**src/rtl/breath_ctrl.sv**
```systemverilog
// rtl/breath_ctrl.sv - LED breathing sequencer: ramps a PWM duty up, holds, ramps down, holds
//
// Purpose:
//   Walks a duty value through UP -> HOLD_H -> DOWN -> HOLD_L -> UP ... one
//   step per PWM-period tick. The duty output is registered and feeds the PWM
//   compare input directly. Dropping en returns to IDLE with duty forced to 0.
//
// Ports:
//   clk       in   1        sole clock, rising edge
//   rst       in   1        synchronous, active-high reset
//   en        in   1        1 = run the breathing sequence, 0 = force idle
//   tick      in   1        one-cycle strobe per PWM period
//   duty      out  DUTY_W   registered duty value
//   duty_upd  out  1        high in the cycle a new duty value first appears
//   phase     out  3        current state encoding (debug)

module breath_ctrl #(
    parameter int DUTY_W   = 10,
    parameter int DUTY_MAX = 999,
    parameter int STEP     = 4,
    parameter int HOLD_HI  = 250,
    parameter int HOLD_LO  = 250
) (
    input  logic              clk,
    input  logic              rst,
    input  logic              en,
    input  logic              tick,
    output logic [DUTY_W-1:0] duty,
    output logic              duty_upd,
    output logic [2:0]        phase
);

    // The hold counter only ever reaches HOLD_x-1, so clog2 of the larger
    // hold length is enough; keep at least one bit for the zero/one cases.
    localparam int HOLD_MAX = (HOLD_HI > HOLD_LO) ? HOLD_HI : HOLD_LO;
    localparam int CNT_W    = (HOLD_MAX > 1) ? $clog2(HOLD_MAX) : 1;

    // Terminal count per hold state. A hold length of 0 behaves like 1:
    // the first tick in the hold state leaves it.
    localparam logic [CNT_W-1:0] HI_LAST = CNT_W'((HOLD_HI == 0) ? 0 : HOLD_HI - 1);
    localparam logic [CNT_W-1:0] LO_LAST = CNT_W'((HOLD_LO == 0) ? 0 : HOLD_LO - 1);

    // Comparisons run one bit wider than duty so duty+STEP cannot wrap.
    localparam logic [DUTY_W:0]   DUTY_MAX_X = (DUTY_W+1)'(DUTY_MAX);
    localparam logic [DUTY_W:0]   STEP_X     = (DUTY_W+1)'(STEP);
    localparam logic [DUTY_W-1:0] DUTY_TOP   = DUTY_W'(DUTY_MAX);
    localparam logic [DUTY_W-1:0] STEP_D     = DUTY_W'(STEP);

    typedef enum logic [2:0] {
        S_IDLE   = 3'd0,
        S_UP     = 3'd1,
        S_HOLD_H = 3'd2,
        S_DOWN   = 3'd3,
        S_HOLD_L = 3'd4
    } state_t;

    state_t            state;
    state_t            state_n;
    logic [DUTY_W-1:0] duty_n;
    logic [CNT_W-1:0]  cnt;
    logic [CNT_W-1:0]  cnt_n;
    logic              duty_upd_n;
    logic [DUTY_W:0]   duty_x;
    logic [DUTY_W:0]   sum_x;

    always_ff @(posedge clk) begin
        if (rst) begin
            state    <= S_IDLE;
            duty     <= '0;
            cnt      <= '0;
            duty_upd <= 1'b0;
        end else begin
            state    <= state_n;
            duty     <= duty_n;
            cnt      <= cnt_n;
            duty_upd <= duty_upd_n;
        end
    end

    always_comb begin
        state_n = state;
        duty_n  = duty;
        cnt_n   = cnt;
        duty_x  = {1'b0, duty};
        sum_x   = duty_x + STEP_X;

        if (!en) begin
            // Disabling wins over a coincident tick: no step is applied.
            state_n = S_IDLE;
            duty_n  = '0;
            cnt_n   = '0;
        end else begin
            case (state)
                S_IDLE: begin
                    // Start immediately; the first step waits for a tick.
                    state_n = S_UP;
                end
                S_UP: begin
                    if (tick) begin
                        if (sum_x >= DUTY_MAX_X) begin
                            duty_n  = DUTY_TOP;
                            state_n = S_HOLD_H;
                        end else begin
                            duty_n = sum_x[DUTY_W-1:0];
                        end
                    end
                end
                S_HOLD_H: begin
                    if (tick) begin
                        if (cnt == HI_LAST) begin
                            cnt_n   = '0;
                            state_n = S_DOWN;
                        end else begin
                            cnt_n = cnt + 1'b1;
                        end
                    end
                end
                S_DOWN: begin
                    if (tick) begin
                        if (duty_x <= STEP_X) begin
                            duty_n  = '0;
                            state_n = S_HOLD_L;
                        end else begin
                            duty_n = duty - STEP_D;
                        end
                    end
                end
                S_HOLD_L: begin
                    if (tick) begin
                        if (cnt == LO_LAST) begin
                            cnt_n   = '0;
                            state_n = S_UP;
                        end else begin
                            cnt_n = cnt + 1'b1;
                        end
                    end
                end
                default: begin
                    // Encodings 5-7 recover to a clean idle.
                    state_n = S_IDLE;
                    duty_n  = '0;
                    cnt_n   = '0;
                end
            endcase
        end

        // Reset clears the strobe in the register itself, so a reset
        // mid-sequence never pulses it.
        duty_upd_n = (duty_n != duty);
    end

    assign phase = state;

endmodule

```
**config.mk**
```make
export PLATFORM = sky130hd
export DESIGN_NAME = breath_ctrl
export DESIGN_NICKNAME = d
export VERILOG_FILES = /design/src/rtl/breath_ctrl.sv
export SDC_FILE = /design/constraint.sdc
export NUM_CORES = 1
export LEC_CHECK = 0
export ABC_CLOCK_PERIOD_IN_PS = 4600
export BUFFER_PORTS_ARGS = -buffer_cell sky130_fd_sc_hd__buf_2
export CORE_MARGIN = 4
export CORE_UTILIZATION = 64
export CTS_CLUSTER_DIAMETER = 100
export CTS_CLUSTER_SIZE = 10
export DETAILED_ROUTE_END_ITERATION = 6
export PLACE_DENSITY = 0.85
export SLEW_MARGIN = 15
export SYNTH_ARGS = -nofsm -noshare
export SYNTH_HDL_FRONTEND = slang
export SYNTH_SLANG_ARGS = --single-unit
```
**constraint.sdc**
```tcl
create_clock -name clk -period 4.6 [get_ports clk]
set_input_delay 0.23 -clock clk [delete_from_list [all_inputs] [get_ports clk]]
set_output_delay 0.23 -clock clk [all_outputs]
set_load 0.01 [all_outputs]
```
==> summary.md <==
| Metric | Value |
|---|---|
| Hold Path Class | in -> reg |
| Wirelength, routed | 5.655 mm |
| First-pass GRT wire length | 8.949 mm |
| Final HPWL DP | 4.114 mm |
| Post-CTS setup buffer count | 0 |
| Most instantiated cells after synthesis | nor2_1 (28), a21oi_1 (25), nand2_1 (25), o21ai_0 (23), dfxtp_1 (22) |
| Seq/Total Area, Yosys | 0.2380 |
| # nets final | 278 |
| Max-Slew Margin vs Limit | 0.5157 |
| TritonCTS Buffers | 3 |
| CP Cell Sequence | ha_1, nand3_1, or3_1, a31oi_1, a211o_1, o221ai_1, nor4_2, a21oi_1 |
| Crit path required time | 4810 ps |
| Antenna violations before repair | 0 |
| Top FF cell, synth | dfxtp_1 |
| Slowest Stage Delay on Critical Path | 620 ps |
| Vias in the first global route | 1726 |
| Post_cts resized | 0 |
| Final worst path period share | 0.5973 |
| Die area | 3816 um2 |
| Largest family of logic cells by synthesized area | compound AO/OA/AOI/OAI gates |
| # IOs | 18 |
| Pin count of the biggest net entering global routing | 26 |
| Syn Area/Cell | 7.063 um2 |
| Post-synth top area share | 0.2380 |
| Cells after Synth | 262 |
| Clk Latency, worst-skew pair | 330 ps |
| Critical path class | reg -> reg |
| Hold buffer count at CTS | 0 |
| Synth Area in Compound Gates | 0.3137 |
| Top-count cell post-synth | nor2_1 |
| Final GP Congestion | 1.092 |
| Highest Clock Rate | 0.3639 GHz |
| Tmin final | 2748 ps |
| Number of flops mapped to enable cells by yosys | 0 |
| CTS tree | built |
| XOR/XNOR share of the synthesized area | 0.04260 |
| CTS Root Cell | clkbuf_4 |
| First DRT Iteration DRCs | 294 |
| Crit start category | flop |
| Area grow syn2layout | 5.544% |
| Core Region | 2758 um2 |
| Remaining antenna violation count | 0 |
| Die X | 61.77 um |
| Routed len/inst | 18.91 um |
| Hold_ws | 109.1 ps |
| Layout cell share with drive strength beyond 1 | 0.1119 |
| Clock Sink Count | 22 |
| Clock buffer depth | 2 |
| Count of final hold-check violations | 0 |
| H-tree depth | 1 |
| Row count | 19 |
| Crit path DAT | 2960 ps |
| Starting Density | 0.6711 |
| Die Y | 61.77 um |
| RSZ-0062 raised after global routing | no |
| Yosys reg bits | 22 |
| Number of port buffers | 17 |
| Yosys warns | 0 |
| Synth cell types | 59 |
| Syn Nets | 271 |
| Max Cap Viol | 0 |
| Clock Skew | 14.50 ps |
| Static Leak | 0.6876 nW |
| Setup TNS | 0 ps |
| Vias | 2139 |
| Post-route DRC | 0 |
| Adder-cell share of the synthesized area | 0.03381 |
| Mux cell area share after synthesis | 0.01082 |
| Final setup violation count | 0 |
| DRT Pass-1 Iters | 6 |
| Post-synth top area cell | dfxtp_1 |
| Vias per inst | 7.154 |
| Largest cells by area after synthesis | dfxtp_1 (24%), a21oi_1 (6.8%), o21ai_0 (6.2%) |
| Worst Path Max Fanout | 14 |
| Diode count | 0 |
| R2r setup slk | 1850 ps |
| Worst-path clk slew | 140 ps |
| GR Overflow Total | 0 |
| Least-Margin Pin Slew | 719.8 ps |
| FFs w/ async S/R, synth | 0 |
| Crit-path slowest cell | dfxtp_1 |
| Synth Area in Simple Gates | 0.2928 |
| Crit. End Element | flop |
| GRT Total Usage | 0.3158 |
| Maximum vdd drop | 210.4 uV |
| Status | finished, final reports clean |
| Mapped cell area | 1851 um2 |
| PwrDens | 202.6 nW/um2 |
| Final Max Tran Viols | 0 |
cells by family (layout without fill, tap and decap cells):
logic type / after synthesis / after routing
mux: 2 / 2
xor+xnor: 9 / 9
compound gates: 90 / 90
simple gates: 105 / 105
flops: 22 / 22
buf+inv: 29 / 35
fa+ha+maj: 5 / 5
per-layer routing:
layer | vias up | track usage | part of all wire
met1 | 944 | 0.4738 | 0.42
met4 | 0 | 0.1182 | 0.042
met2 | 164 | 0.4499 | 0.41
met3 | 38 | 0.04959 | 0.12
li1 | 993 | - | -
met5 | - | 0 | 0
worst paths after layout:
kind                 from  endpoint  depth (start not counted)
hold reg to reg    cnt[7]    cnt[7]                          2
hold / removal        rst  duty_upd                          2
setup reg to reg  duty[2]  duty_upd                          8
setup / recovery  duty[2]  duty_upd                          8
stage by stage:
| stage | worst slack (ps) | power (mW) | instance area [um2] | std cells | utilization |
|---|---|---|---|---|---|
| 6_report | 1852 | 0.3957 | 1953 | 299 | 0.7083 |
| 5_1_grt | 1669 | 0.4111 | 1953 | 299 | 0.7083 |
| 4_1_cts | 1892 | 0.3973 | 1953 | 299 | 0.7083 |
| 3_5_place_dp | 1924 | 0.2424 | 1901 | 295 | 0.6892 |
| 3_3_place_gp | 1885 | 0.2431 | 1901 | 295 | 0.6892 |
| 2_1_floorplan | 2195 | 0.2292 | 1851 | 262 | - |
critical path, delay by kind of cell (launching register included):
family	cells	cell delay, ps
AND/OR/NAND/NOR	3	950
adder cells (fa/ha/maj)	1	410
flip-flops	1	620
AO/OA/AOI/OAI	4	650
placed cells by master (no fill, tap or decap), types with 2 or more instances in the layout:
| cell | n |
|---|---|
| o211ai_1 | 2 |
| o311ai_1 | 2 |
| xnor2_1 | 4 |
| ha_1 | 5 |
| o211a_1 | 2 |
| a21oi_1 | 25 |
| o21bai_1 | 2 |
| nand3_1 | 7 |
| o22ai_1 | 3 |
| nor4_1 | 6 |
| nand2b_1 | 2 |
| inv_1 | 13 |
| nor3_1 | 5 |
| and3_1 | 2 |
| mux2i_1 | 2 |
| o21ai_1 | 3 |
| a31oi_1 | 7 |
| or3_1 | 8 |
| buf_2 | 17 |
| xor2_1 | 5 |
| nand2_1 | 25 |
| dfxtp_1 | 22 |
| nand4_1 | 7 |
| nor4_2 | 2 |
| clkbuf_4 | 3 |
| a2111o_1 | 2 |
| nor3b_1 | 2 |
| nor2_1 | 28 |
| o21ai_0 | 23 |
| o221ai_1 | 2 |
| o31ai_1 | 2 |
| a211oi_1 | 3 |
where the power goes:
part / internal [mW] / total (mW) / switching (mW)
logic: 0.0135 / 0.0458 / 0.0323
registers: 0.192 / 0.195 / 0.00291
clock network: 0.0881 / 0.155 / 0.0671
state kept, by name (all words and copies together) (netlist names):
register / cells
duty: 10
cnt: 8
phase: 3
duty_upd: 1
cell type report:
| cell class | instances | area, um2 |
|---|---|---|
| clock buffers | 3 | 22.52 |
| clock inverters | 1 | 30.03 |
| fillers | 236 | 804.5 |
| inverters | 14 | 52.55 |
| multi-input cells | 211 | 1284 |
| flip-flops and latches | 22 | 440.4 |
| well taps | 31 | 38.79 |
| repair buffers | 17 | 85.08 |
(Power assumes the default switching activity.)
